==> src/rtl/toggle_arbiter_pkg.sv <==
// Shared definitions for the toggle arbiter: FSM encoding, default sizing, counter width.
// Optional toggle counter is enabled by defining TOGGLE_ARB_CNT_EN.
package toggle_arb_pkg;

  typedef enum logic [1:0] {
    IDLE  = 2'b00,
    GRANT = 2'b01,
    HOLD  = 2'b10
  } arb_state_t;

  localparam int N_REQ_DEF       = 4;
  localparam int HOLD_CYCLES_DEF = 1;
  localparam int CNT_W           = 8;

endpackage

==> src/rtl/toggle_arbiter_tflipflop.sv <==
// Shared toggle flip-flop: q inverts on every rising edge where t is high.
module tflipflop (
  input  logic t,
  input  logic ck,
  output logic q
);

  always_ff @(posedge ck) q <= q ^ t;

endmodule

==> src/rtl/toggle_arbiter.sv <==
// Round-robin arbiter that grants one requester at a time the right to toggle a shared flip-flop.
// Define TOGGLE_ARB_CNT_EN to add the tog_cnt completed-toggle counter output.
module toggle_arbiter
  import toggle_arb_pkg::*;
#(
  parameter int N_REQ       = N_REQ_DEF,
  parameter int HOLD_CYCLES = HOLD_CYCLES_DEF
) (
  input  logic             ck,
  input  logic             rst,
  input  logic [N_REQ-1:0] req,
  output logic [N_REQ-1:0] gnt,
  output logic             t,
  output logic             q,
  output logic             busy
`ifdef TOGGLE_ARB_CNT_EN
  ,
  output logic [CNT_W-1:0] tog_cnt
`endif
);

  localparam int LW = $clog2(N_REQ);
  localparam int HW = 4;

  arb_state_t        state, state_n;
  logic [LW-1:0]     last, win, idx;
  logic [HW-1:0]     hold_cnt;
  logic              found;
  logic              ff_t;

  // Round-robin search starting just above the previous winner.
  always_comb begin
    win   = last;
    idx   = '0;
    found = 1'b0;
    for (int i = 1; i <= N_REQ; i++) begin
      idx = LW'((int'(last) + i) % N_REQ);
      if (!found && req[idx]) begin
        found = 1'b1;
        win   = idx;
      end
    end
  end

  always_comb begin
    state_n = state;
    gnt     = '0;
    t       = 1'b0;
    busy    = 1'b0;
    case (state)
      IDLE:    if (|req) state_n = GRANT;
      GRANT: begin
        state_n   = HOLD;
        gnt[last] = 1'b1;
        t         = 1'b1;
        busy      = 1'b1;
      end
      HOLD: begin
        busy = 1'b1;
        if (hold_cnt == '0) state_n = IDLE;
      end
      default: state_n = IDLE;
    endcase
  end

  always_ff @(posedge ck) begin
    if (rst) begin
      state    <= IDLE;
      last     <= LW'(N_REQ - 1);
      hold_cnt <= '0;
    end else begin
      state <= state_n;
      if (state == IDLE && |req) last <= win;
      if (state == GRANT)
        hold_cnt <= HW'(HOLD_CYCLES - 1);
      else if (state == HOLD && hold_cnt != '0)
        hold_cnt <= hold_cnt - 1'b1;
    end
  end

  // The flop has no reset pin: during reset feed back q so it lands on 0 and the grant toggle is dropped.
  assign ff_t = rst ? q : t;

  tflipflop u_tff (
    .t  (ff_t),
    .ck (ck),
    .q  (q)
  );

`ifdef TOGGLE_ARB_CNT_EN
  always_ff @(posedge ck) begin
    if (rst)                 tog_cnt <= '0;
    else if (state == GRANT) tog_cnt <= tog_cnt + 1'b1;
  end
`endif

endmodule

==> config.mk <==
export PLATFORM = sky130hd
export DESIGN_NAME = toggle_arbiter
export DESIGN_NICKNAME = d
export VERILOG_FILES = /design/src/rtl/toggle_arbiter_pkg.sv /design/src/rtl/toggle_arbiter_tflipflop.sv /design/src/rtl/toggle_arbiter.sv
export SDC_FILE = /design/constraint.sdc
export NUM_CORES = 1
export LEC_CHECK = 0
export CORE_MARGIN = 3
export CORE_UTILIZATION = 45
export DETAILED_ROUTE_END_ITERATION = 8
export DONT_BUFFER_PORTS = 1
export GPL_TIMING_DRIVEN = 0
export MAX_ROUTING_LAYER = met4
export PLACE_DENSITY = 0.66
export SLEW_MARGIN = 20
export SYNTH_ARGS = -nofsm -noshare
export SYNTH_HDL_FRONTEND = slang
export SYNTH_SLANG_ARGS = --single-unit
==> constraint.sdc <==
create_clock -name ck -period 2.1 [get_ports ck]
set_clock_uncertainty 0.05 [all_clocks]
set_input_delay 0.525 -clock ck [delete_from_list [all_inputs] [get_ports ck]]
set_output_delay 0.525 -clock ck [all_outputs]
set_load 0.01 [all_outputs]
# After elaboration in Yosys (flattened, before gate mapping)
# Cells that the tools add are included.
word_totals:
  regBits: 9
  latch_bits: 0
  mem_bits_rw: 0
  romBits: 0
  input_bits: 6
  output_inout_bits: 7
  elab_cells: 62
  mem_count: 0
op_classes:
  add_sub_neg: 5
  multipliers: 0
  div: 0
  n_lt_le_gt_ge: 6
  n_eq_ne: 4
  shift: 0
  n_mux: 24
  n_bitwise: 1
  reduce_logical: 18
ops:
  columns: ["op", "count"]
  rows:
  - ["$lt 2x3->1 const B", 5]
  - ["$mux 2", 6]
  - ["$mux 1", 11]
  - ["$bmux 1 s2", 4]
  - ["$reduce_bool 4->1", 2]
  - ["$logic_and 1x1->1", 6]
  - ["$pmux 2 s3", 1]
  - ["$add 2x1->2 const B", 2]
  - ["$add 2x2->2 const B", 2]
  - ["$logic_not 4->1", 1]
  - ["$mux 4", 1]
  - ["$ne 2x2->1 const B", 2]
  - ["$reduce_and 2->1", 2]
  - ["$reduce_or 2->1", 2]
  - ["$reduce_or 4->1", 1]
  - ["$sub 4x1->4 const B", 1]
  - ["$logic_not 1->1", 3]
  - ["$demux 1 s2", 1]
  - ["$eq 2x1->1 const B", 1]
  - ["$eq 2x2->1 const B", 1]
  - ["$ge 2x1->1 const B", 1]
  - ["$logic_not 2->1", 1]
  - ["$xor 1x1->1", 1]

# Longest topological paths before layout
depth:
  depth_word: 14
  ltp_mapped: 7
  ltp_nobuf: 6

# Cells and area by module
# Synthesis repeated with hierarchy kept, for this count alone.
hier_totals:
  hier_cells: 74
  area_unflattened_um2: 723.2
by_module_without_submodules:
  columns: ["mod", "instances", "cells_per_inst", "area_each_um2", "seq_area_each_um2"]
  rows:
  - ["toggle_arbiter", 1, 72, 694.4, 160.2]
  - ["tflipflop", 1, 2, 28.8, 20.0]

# Worst setup path before layout
# Ideal clock, no wire load.
synth_path:
  path_kind: "reg-to-reg"
  startpoint: "reg last[0]"
  endpoint: "reg last[0]"
  setup_time_ns: 0.086
  arrival_time_ns: 1.766
  path_slack_ns: 0.198
  path_stages_with_launch: 8
  synth_period_minus_slack_ns: 1.902
  cell_sequence: "dfxtp_1 -> buf_6 -> inv_1 -> ha_1 -> mux4_2 -> nor2b_4 -> mux2_4 -> a221oi_2"
synth_between:
  elab_chain_cells: 14
synth_rtl:
  columns: ["element", "line_no", "rtl"]
  rows:
  - ["start: declaration", "toggle_arbiter.sv:26", "logic [LW-1:0] last, win, idx;"]
  - ["start signal: assignment", "toggle_arbiter.sv:69", "last <= LW'(N_REQ - 1);"]
  - ["start signal: assignment", "toggle_arbiter.sv:73", "if (state == IDLE && |req) last <= win;"]
  - ["$add 2x1->2", "toggle_arbiter.sv:37", "idx = LW'((int'(last) + i) % N_REQ);"]
  - ["$bmux 1 s2", "toggle_arbiter.sv:38", "if (!found && req[idx]) begin"]
  - ["$mux 1 (not written as such)", "toggle_arbiter.sv:38", null]
  - ["$mux 1", "toggle_arbiter.sv:38", null]
  - ["$logic_not 1->1", "toggle_arbiter.sv:38", null]
  - ["$logic_and 1x1->1", "toggle_arbiter.sv:38", null]
  - ["$mux 1", "toggle_arbiter.sv:38", null]
  - ["$logic_not 1->1", "toggle_arbiter.sv:38", null]
  - ["$logic_and 1x1->1", "toggle_arbiter.sv:38", null]
  - ["$mux 1", "toggle_arbiter.sv:38", null]
  - ["$logic_not 1->1", "toggle_arbiter.sv:38", null]
  - ["$logic_and 1x1->1", "toggle_arbiter.sv:38", null]
  - ["$reduce_bool 4->1 (no source line)", null, null]
  - ["$reduce_and 2->1 (no source line)", null, null]
# Several ways; a longest one is shown, not always the timed one. The select of a mux whose other input is x is not followed.
# A chain may end at the register's enable or synchronous reset.

# Worst setup path after layout
# Same ends and word-level chain as after synthesis.

==> impl_metrics.ini <==
[finish]
stdcell_area_um2 = 776
nNetsFinal = 93
final_util = 0.555
drive_above_1_share = 0.218
num_antenna_cells = 0
area_growth_pct = 8.39

[synthesis]
yosysTopAreaCell = dfxtp_1
post_synth_xor_area_fraction = 0.0490
seq_area_frac_synth = 0.252
synth_top_family_by_area = simple AND/OR/NAND/NOR gates
synth-compound-area-share = 0.133
synth_area_leaders = dfxtp_1, ha_1, mux4_2
yosysWarnings = 0
synth_cells = 74
synth_top_area_share = 0.252
avgSynthCellArea_um2 = 9.67
syn_area_um2 = 716
synthSimpleGateAreaFrac = 0.182
syn_nets = 88
ys_seq_elements = 9
synth_mux_area_frac = 0.175
synthAdderAreaFrac = 0.140
synth_cell_types = 29

[sta]
slew_violations = 0
timing.fmax_mhz = 506
period_share = 0.940
relSlewSlack = 0.616
min_period_ns = 1.97
final_hold_viol_count = 0
fin_tns_setup_ns = 0
setup_viol = 0
tightest_slew_ns = 0.570
rsz0062_at_grt = false
hold_slack_ns = 0.473

[critical_path]
crit_arrival_ns = 2.11
path_max_fanout = 9
cp_cell_sequence = buf_6 -> inv_1 -> ha_4 -> mux4_2 -> nor2b_4 -> mux2_4 -> a221oi_2
required_ns = 2.23
path_delay_family = multiplexers
critPathCaptureType = flip-flop
worst_path_max_delay_cell = dfxtp_1
start_kind = flip-flop
critical_path.max_stage_delay_ns = 0.38
crit_type = reg2reg
worst-path-buf-inv = 2

[detailed_routing]
routedWlPerCell_um = 13.3
drt_wl_total_um = 1240
via_per_inst = 5.75
drt_iter0_drc = 7
drc = 0
dr.pass1.iters = 4
drtAntennaViolNets = 0
vias = 535

[placement]
io_buffers = 0
hpwl_um = 957
place_congestion = 0.771
place_area_um2 = 734

[outcome]
status = completed

[die]
fp.dieW_um = 45.9
initial_core_util = 0.512
rows = 13
boundaryPins = 13
die_y_um = 45.9
core_um2 = 1400
fp.dieArea_um2 = 2100

[global_route]
grt_usage = 0.135
grt_max_degree = 11
grt_overflow_total = 0
grt_pass1_wl_um = 1950
grt_pass1_vias = 461
antenna_found_initial = 0

[clock_tree]
cts_num_sinks = 9
h-tree-depth = 1
clockRootBuffer = clkbuf_4
cts-buffers-inserted = 3
cts_tree = built
clkLatencyLatePin_ns = 0.26
path_clk_slew_ns = 0.07
clk_path_buf_depth = 2
cts_setup_buffers = 0

[power]
p_per_area_nw_per_um2 = 977
p_leak_uw = 0.000320
vdd_ir_drop_max_mv = 0.467

[worst_hold_path]
hp-class = reg2reg

[flow_run]
maxCapViolations = 0
## cells by family after synthesis
logic type | Yosys count
compound gates | 11
xor+xnor | 4
fa+ha+maj | 8
buf+inv | 11
flops | 9
mux | 8
simple gates | 23
## layout make-up
cell class / instances / area, µm²
buffer: 4 / 25.0
clock buffer: 3 / 22.5
clock inverter: 1 / 5.00
fill: 129 / 623
inverter: 7 / 26.3
multi-input combinational: 54 / 498
sequential: 9 / 180
tap: 15 / 18.8
## cells in the final DEF, fill, tap and decap left out, drive strengths merged
master   n
a2111oi  1
a211oi   1
a21oi    3
a221oi   1
a22oi    1
and2     5
buf      2
clkbuf   5
clkinv   1
dfxtp    9
ha       8
inv      7
mux2     3
mux2i    2
mux4     3
nand3    2
nor2     5
nor2b    1
nor3     7
nor4     2
o21a     1
o21bai   1
o311ai   1
o41ai    1
or3b     1
xnor2    2
xor2     2
## sequential cells by signal, summed over array words and instances (netlist names)
register,cells
last,2
state,2
hold_cnt,4
u_tff.q,1
## repair_timing
action | 4_1_cts | 5_1_grt
endpoints found under the setup margin | 0 | 6
resized for setup | 0 | 3
hold buffers | 0 | 0
hold endpoints to repair | 0 | 0
## through the flow
stage / setup WS (ns) / cells / total power, µW
after CTS: 0.0137 / 93 / 740
after global placement: 0.0925 / 89 / 595
final: 0.125 / 93 / 758
after floorplan: 0.198 / 74 / 545
after global routing: 0.0116 / 93 / 817
after detailed placement: 0.0653 / 89 / 604
## synthesized netlist by cell type, drive strengths merged
cell,count
o21a,1
nor2,5
mux4,3
a2111oi,1
inv,7
a211oi,1
a22oi,1
xor2,2
nand3,2
nor3,7
xnor2,2
a221oi,1
nor2b,1
dfxtp,9
or3b,1
clkbuf,2
mux2,3
o21bai,1
nor4,2
o311ai,1
ha,8
a21oi,3
o41ai,1
mux2i,2
and2,5
buf,2
## per-layer routing
layer,part of all wire,global-route usage
met5,0,-
met4,0,0.0341
met3,0.072,0.0751
met2,0.48,0.203
met1,0.44,0.155
## worst paths after layout
path | from | endpoint | slack, ns | cells after the start
worst max-delay path | last[0]$_SDFFE_PP1P_ | last[0]$_SDFFE_PP1P_ | 0.13 | 7
worst min-delay path | hold_cnt[1]$_SDFFE_PP0P_ | hold_cnt[1]$_SDFFE_PP0P_ | 0.47 | 2
worst max register to register | last[0]$_SDFFE_PP1P_ | last[0]$_SDFFE_PP1P_ | 0.13 | 7
worst min register to register | hold_cnt[1]$_SDFFE_PP0P_ | hold_cnt[1]$_SDFFE_PP0P_ | 0.47 | 2
## report_power, final
group	internal [µW]	leakage (µW)	switching, µW	total [µW]
Clock	70.2	0.0000177	63.0	133
Combinational	207	0.000229	193	400
Sequential	195	0.0000737	29.8	225
## worst min-delay path, cell delays in order, from the launching register on
cell,delay [ns]
dfxtp_1,0.32
nor2_1,0.10
a2111oi_1,0.06
Note: power is estimated with default switching activity, not from simulation.
